==> src/rtl/vga_timing_gen.sv <==
// Single-clock VGA/DVI timing generator with a registered pixel-request stage.
// Sync, data enable and colour pins lag the request by PIPE_DELAY clocks to match the fetch latency.
module vga_timing_gen #(
    parameter int H_VISIBLE  = 1024,
    parameter int H_FRONT    = 24,
    parameter int H_SYNC     = 136,
    parameter int H_BACK     = 160,
    parameter int V_VISIBLE  = 768,
    parameter int V_FRONT    = 3,
    parameter int V_SYNC     = 6,
    parameter int V_BACK     = 29,
    parameter bit HS_POL     = 1'b0,
    parameter bit VS_POL     = 1'b0,
    parameter int COLOR_W    = 8,
    parameter int PIPE_DELAY = 4,
    parameter int CNT_W      = 11
) (
    input  logic                 clk,
    input  logic                 rst_n,
    input  logic [3*COLOR_W-1:0] color_in,
    output logic                 active,
    output logic [CNT_W-1:0]     active_x,
    output logic [CNT_W-1:0]     active_y,
    output logic                 line_start,
    output logic                 screenend,
    output logic                 hsync,
    output logic                 vsync,
    output logic                 de,
    output logic [COLOR_W-1:0]   red,
    output logic [COLOR_W-1:0]   green,
    output logic [COLOR_W-1:0]   blue
);

    localparam int H_LINE  = H_VISIBLE + H_FRONT + H_SYNC + H_BACK;
    localparam int V_FRAME = V_VISIBLE + V_FRONT + V_SYNC + V_BACK;

    localparam logic [CNT_W-1:0] H_VIS   = CNT_W'(H_VISIBLE);
    localparam logic [CNT_W-1:0] H_SS    = CNT_W'(H_VISIBLE + H_FRONT);
    localparam logic [CNT_W-1:0] H_SE    = CNT_W'(H_VISIBLE + H_FRONT + H_SYNC);
    localparam logic [CNT_W-1:0] H_LAST  = CNT_W'(H_LINE - 1);
    localparam logic [CNT_W-1:0] V_VIS   = CNT_W'(V_VISIBLE);
    localparam logic [CNT_W-1:0] V_VLAST = CNT_W'(V_VISIBLE - 1);
    localparam logic [CNT_W-1:0] V_SS    = CNT_W'(V_VISIBLE + V_FRONT);
    localparam logic [CNT_W-1:0] V_SE    = CNT_W'(V_VISIBLE + V_FRONT + V_SYNC);
    localparam logic [CNT_W-1:0] V_LAST  = CNT_W'(V_FRAME - 1);

    logic [CNT_W-1:0] h_q, h_d, v_q, v_d;
    logic             h_wrap;

    logic             active_q, line_start_q, screenend_q, hs_req_q, vs_req_q;
    logic [CNT_W-1:0] active_x_q, active_y_q;
    logic             active_d, hs_req_d, vs_req_d;

    logic [PIPE_DELAY-1:0] hs_pipe_q, vs_pipe_q, de_pipe_q;
    logic [PIPE_DELAY:0]   hs_chain, vs_chain, de_chain;
    logic [3*COLOR_W-1:0]  rgb_q, rgb_d;

    always_comb begin
        h_wrap   = (h_q == H_LAST);
        h_d      = h_wrap ? '0 : h_q + CNT_W'(1);
        v_d      = v_q;
        if (h_wrap) begin
            v_d  = (v_q == V_LAST) ? '0 : v_q + CNT_W'(1);
        end
        active_d = (h_q < H_VIS) && (v_q < V_VIS);
        // Sync is carried in pin polarity from the request stage onward.
        hs_req_d = ((h_q >= H_SS) && (h_q < H_SE)) ? HS_POL : ~HS_POL;
        vs_req_d = ((v_q >= V_SS) && (v_q < V_SE)) ? VS_POL : ~VS_POL;
    end

    // chain[0] is the request stage, chain[PIPE_DELAY] drives the pins.
    assign hs_chain = {hs_pipe_q, hs_req_q};
    assign vs_chain = {vs_pipe_q, vs_req_q};
    assign de_chain = {de_pipe_q, active_q};
    assign rgb_d    = de_chain[PIPE_DELAY-1] ? color_in : '0;

    always_ff @(posedge clk) begin
        if (!rst_n) begin
            h_q          <= '0;
            v_q          <= '0;
            active_q     <= 1'b0;
            active_x_q   <= '0;
            active_y_q   <= '0;
            line_start_q <= 1'b0;
            screenend_q  <= 1'b0;
            hs_req_q     <= ~HS_POL;
            vs_req_q     <= ~VS_POL;
            hs_pipe_q    <= {PIPE_DELAY{~HS_POL}};
            vs_pipe_q    <= {PIPE_DELAY{~VS_POL}};
            de_pipe_q    <= '0;
            rgb_q        <= '0;
        end else begin
            h_q          <= h_d;
            v_q          <= v_d;
            active_q     <= active_d;
            if (active_d) begin
                active_x_q <= h_q;
                active_y_q <= v_q;
            end
            line_start_q <= (h_q == '0);
            screenend_q  <= (h_q == H_VIS) && (v_q == V_VLAST);
            hs_req_q     <= hs_req_d;
            vs_req_q     <= vs_req_d;
            hs_pipe_q    <= hs_chain[PIPE_DELAY-1:0];
            vs_pipe_q    <= vs_chain[PIPE_DELAY-1:0];
            de_pipe_q    <= de_chain[PIPE_DELAY-1:0];
            rgb_q        <= rgb_d;
        end
    end

    assign active     = active_q;
    assign active_x   = active_x_q;
    assign active_y   = active_y_q;
    assign line_start = line_start_q;
    assign screenend  = screenend_q;
    assign hsync      = hs_pipe_q[PIPE_DELAY-1];
    assign vsync      = vs_pipe_q[PIPE_DELAY-1];
    assign de         = de_pipe_q[PIPE_DELAY-1];
    assign {red, green, blue} = rgb_q;

endmodule

==> config.mk <==
export PLATFORM = sky130hd
export DESIGN_NAME = vga_timing_gen
export DESIGN_NICKNAME = d
export VERILOG_FILES = /design/src/rtl/vga_timing_gen.sv
export SDC_FILE = /design/constraint.sdc
export NUM_CORES = 1
export LEC_CHECK = 0
export ABC_AREA = 1
export CAP_MARGIN = 20
export CELL_PAD_IN_SITES_DETAIL_PLACEMENT = 1
export CELL_PAD_IN_SITES_GLOBAL_PLACEMENT = 1
export CORE_ASPECT_RATIO = 2
export CORE_MARGIN = 3
export CORE_UTILIZATION = 35
export DETAILED_ROUTE_END_ITERATION = 12
export GPL_TIMING_DRIVEN = 0
export PLACE_DENSITY_LB_ADDON = 0.1
export SYNTH_ARGS = -nofsm -noshare
export SYNTH_HDL_FRONTEND = slang
export SYNTH_SLANG_ARGS = --single-unit
==> constraint.sdc <==
create_clock -name clk -period 1.6 [get_ports clk]
set_input_delay 0.32 -clock clk [delete_from_list [all_inputs] [get_ports clk]]
set_output_delay 0.32 -clock clk [all_outputs]
set_load 0.03 [all_outputs]
==> summary.md <==
| Metric | Value |
|---|---|
| Ports | between 70 and 80 |
| Mapped Area | 3080 sq um |
| Tcrit/Tclk final | 0.926 |
| Clock skew | around 6.6 ps |
| Seq cells post-synth | 85 |
| RSZ-0062 raised after global routing | true |
| Core Box Area | about 8400 sq um |
| Fmax | a little under 0.7 GHz |
| IO Port Bufs | 77 |
| Hold/Removal Path Class | flop to flop |
| Cells after Synth | 377 |
| Layout cells sized above 1 | 0.138 |
| Row cnt | 47 |
| Via-to-Cell Ratio | roughly 4.8 |
| H-tree depth | 3 |
| Final hold slack | roughly 410 ps |
| Routed WL | between 8 and 9 mm |
| CP endpoint kind | flop |
| Slew Viols, Final | 0 |
| DR pass1 iterations | 4 |
| Root Buffer | clkbuf_16 |
| Final worst slack | about 120 ps |
| Reg area | 1710 sq um |
| Final setup viols | 0 |
| CTS tree | yes |
| Placed Instance Area | 3970 sq um |
| Area share of the largest cell type after synthesis | 0.553 |
| Die W | about 72 um |
| Post-route setup TNS | 0 ps |
| Per-cell routed wire length | roughly 14 um |
| GRT Total Usage | 0.172 |
| Multi-input gate area | approximately 1100 sq um |
| Worst-path clk slew | 60 ps |
| Final ANT Viol Nets | 0 |
| Asr flop ratio synth | 0 |
| Initial antenna violation count | 0 |
| DRC violations left | 0 |
| Slew @ Worst Pin | 538 ps |
| Clk_lat worst skew | 340 ps |
| Filler cell count in the final layout | 1,035 |
| 1st-iter DRT viols | 76 |
| Die area | roughly 10,000 sq um |
| Status | finished, final reports clean |
| Die Span Y | around 140 um |
| Peak supply drop | around 0.00050 V |
| # diodes | 0 |
| Crit Path Class | flop to flop |
| Post-synth cell types | 33 |
| Synthesized area per cell | approximately 8.2 sq um |
| Slew HR | 0.641 |
| Count leader, synth | dfxtp_1 |
| Most common cell on crit path | nand2_1 |
| Synth Warn # | 0 |
| Syn_nets | 407 |
| First-pass GRT wire length | 13.2 mm |
| Crit-path cells | ha_2 -> nand2_1 -> inv_1 -> nand3_1 -> inv_1 -> nand2_1 -> nor2_2 -> nand2_1 -> nand2_1 -> nor2_1 |
| Pre-CTS setup slack | -348 ps |
| Gpl congestion | around 0.85 |
| Clk buf depth | 2 |
| Vias in the first global route | 2,782 |
| Post-layout util | 0.504 |
| Final Hold Fails | 0 |
| Critical Path Slowest Stage Cell | dfxtp_2 |
| Largest net degree at the start of global routing | 15 |
| Leak | ~2.0 nW |
| CP Buf/Inv Count | 2 |
| Top cell family by delay on the critical path | simple AND/OR/NAND/NOR gates |
| GRT overflow | 0 |
| Final Net Count | about 500 |
| Slowest stage delay, CP | roughly 390 ps |
| Critical path arrival | roughly 1700 ps |
| Initial Util | 0.366 |
| Cts hold-fix bufs | 0 |
| Clock sinks | between 80 and 90 |
| Layout area overhead | 37.7% |
| Most common flop cell mapped by yosys | dfxtp_1 |
| DP Wirelength | between 6 and 7 mm |
| Sequential fraction of the synthesis area | 0.553 |
| CTS Buf Count | 9 |
| Period minus WS final | ~1500 ps |
| Largest cells by area after synthesis | dfxtp_1 (55%), nor2_1 (8.5%), inv_1 (6.6%) |
| Crit path max fanout | 6 |
| Total power | about 4.4 mW |
| Area leader, netlist | dfxtp_1 |
| Power per cell area | around 1000 nW/um^2 |
| Number of synthesized flops with an enable pin | 0 |
| Crit start category | flop |
| Number of vias in the routed layout | roughly 2,700 |
| Non-Filler Instances | 568 |
| Maxcap violations | 0 |
| Inst Count DP | roughly 550 |
| Commonest cells post-synth | dfxtp_1 (85), nor2_1 (70), inv_1 (54) |
| Post-route cell area | 4240 sq um |
| Worst Path Required | between 1500 and 2000 ps |
==> flip-flops by register name (all words and copies together) (netlist names) <==
name	count
active	1
v_q	11
vs_pipe_q	4
vs_req_q	1
de_pipe_q	4
screenend	1
hs_pipe_q	4
active_y	11
rgb_q	24
line_start	1
h_q	11
hs_req_q	1
active_x	11
==> layout make-up <==
type,count,share of cell area
sequential,85,0.403
timing repair buffer,78,0.168
multi-input combinational,221,0.264
tap,98,0.0289
buffer,11,0.0157
inverter,59,0.0523
clock inverter,6,0.0145
clock buffer,10,0.0540
==> final timing paths <==
kind           startpoint      endpoint  slack [ps]  cells past startpoint
max                v_q[0]        v_q[8]         120                     10
min          de_pipe_q[0]  de_pipe_q[1]         410                      2
max reg2reg        v_q[0]        v_q[8]         120                     10
min reg2reg  de_pipe_q[0]  de_pipe_q[1]         410                      2
==> repair_timing <==
| item | CTS | global route |
|---|---|---|
| resized for setup | 54 | 21 |
| gates cloned | 0 | 1 |
| pin swaps | 0 | 1 |
| endpoints found under the setup margin | 58 | 55 |
| setup buffers | 0 | 0 |
==> routing by layer <==
layer	GRT usage	share of wire	routed length (um)
met1	0.157	0.34	2780
met2	0.329	0.58	4720
met3	0.0392	0.052	426
met4	0.0932	0.033	271
met5	0	0	0
==> cells in the final DEF, fill, tap and decap left out, drive strengths merged, types with 7 or more instances in the layout <==
cell type / netlist / layout
clkdlybuf4s50: 0 / 25
or2: 9 / 9
inv: 58 / 59
nand3: 16 / 16
nand2: 48 / 48
buf: 7 / 7
o21ai: 23 / 23
a21oi: 20 / 20
dfxtp: 85 / 85
dlygate4sd2: 0 / 52
nand4: 7 / 7
clkbuf: 5 / 15
nor2: 75 / 75
==> logic make-up after synthesis <==
group | after synthesis | synth area share
flip-flops | 85 | 0.553
adder cells (fa/ha/maj) | 4 | 0.0163
AO/OA/AOI/OAI | 49 | 0.0862
buffers and inverters | 71 | 0.0923
AND/OR/NAND/NOR | 163 | 0.238
XOR/XNOR | 5 | 0.0142
==> tightest hold or removal path: stages (launching register included) <==
cell and delay (ps):
dfxtp_1 300, nand2_1 40, inv_1 40
==> report_power, final <==
group          switching (mW)  total, mW  internal (mW)
Clock                   0.829       2.04           1.21
Sequential             0.0111       2.15           2.14
Combinational           0.108      0.203         0.0951
Total                   0.949       4.39           3.44
No activity file was read; power rests on OpenSTA's default activity.
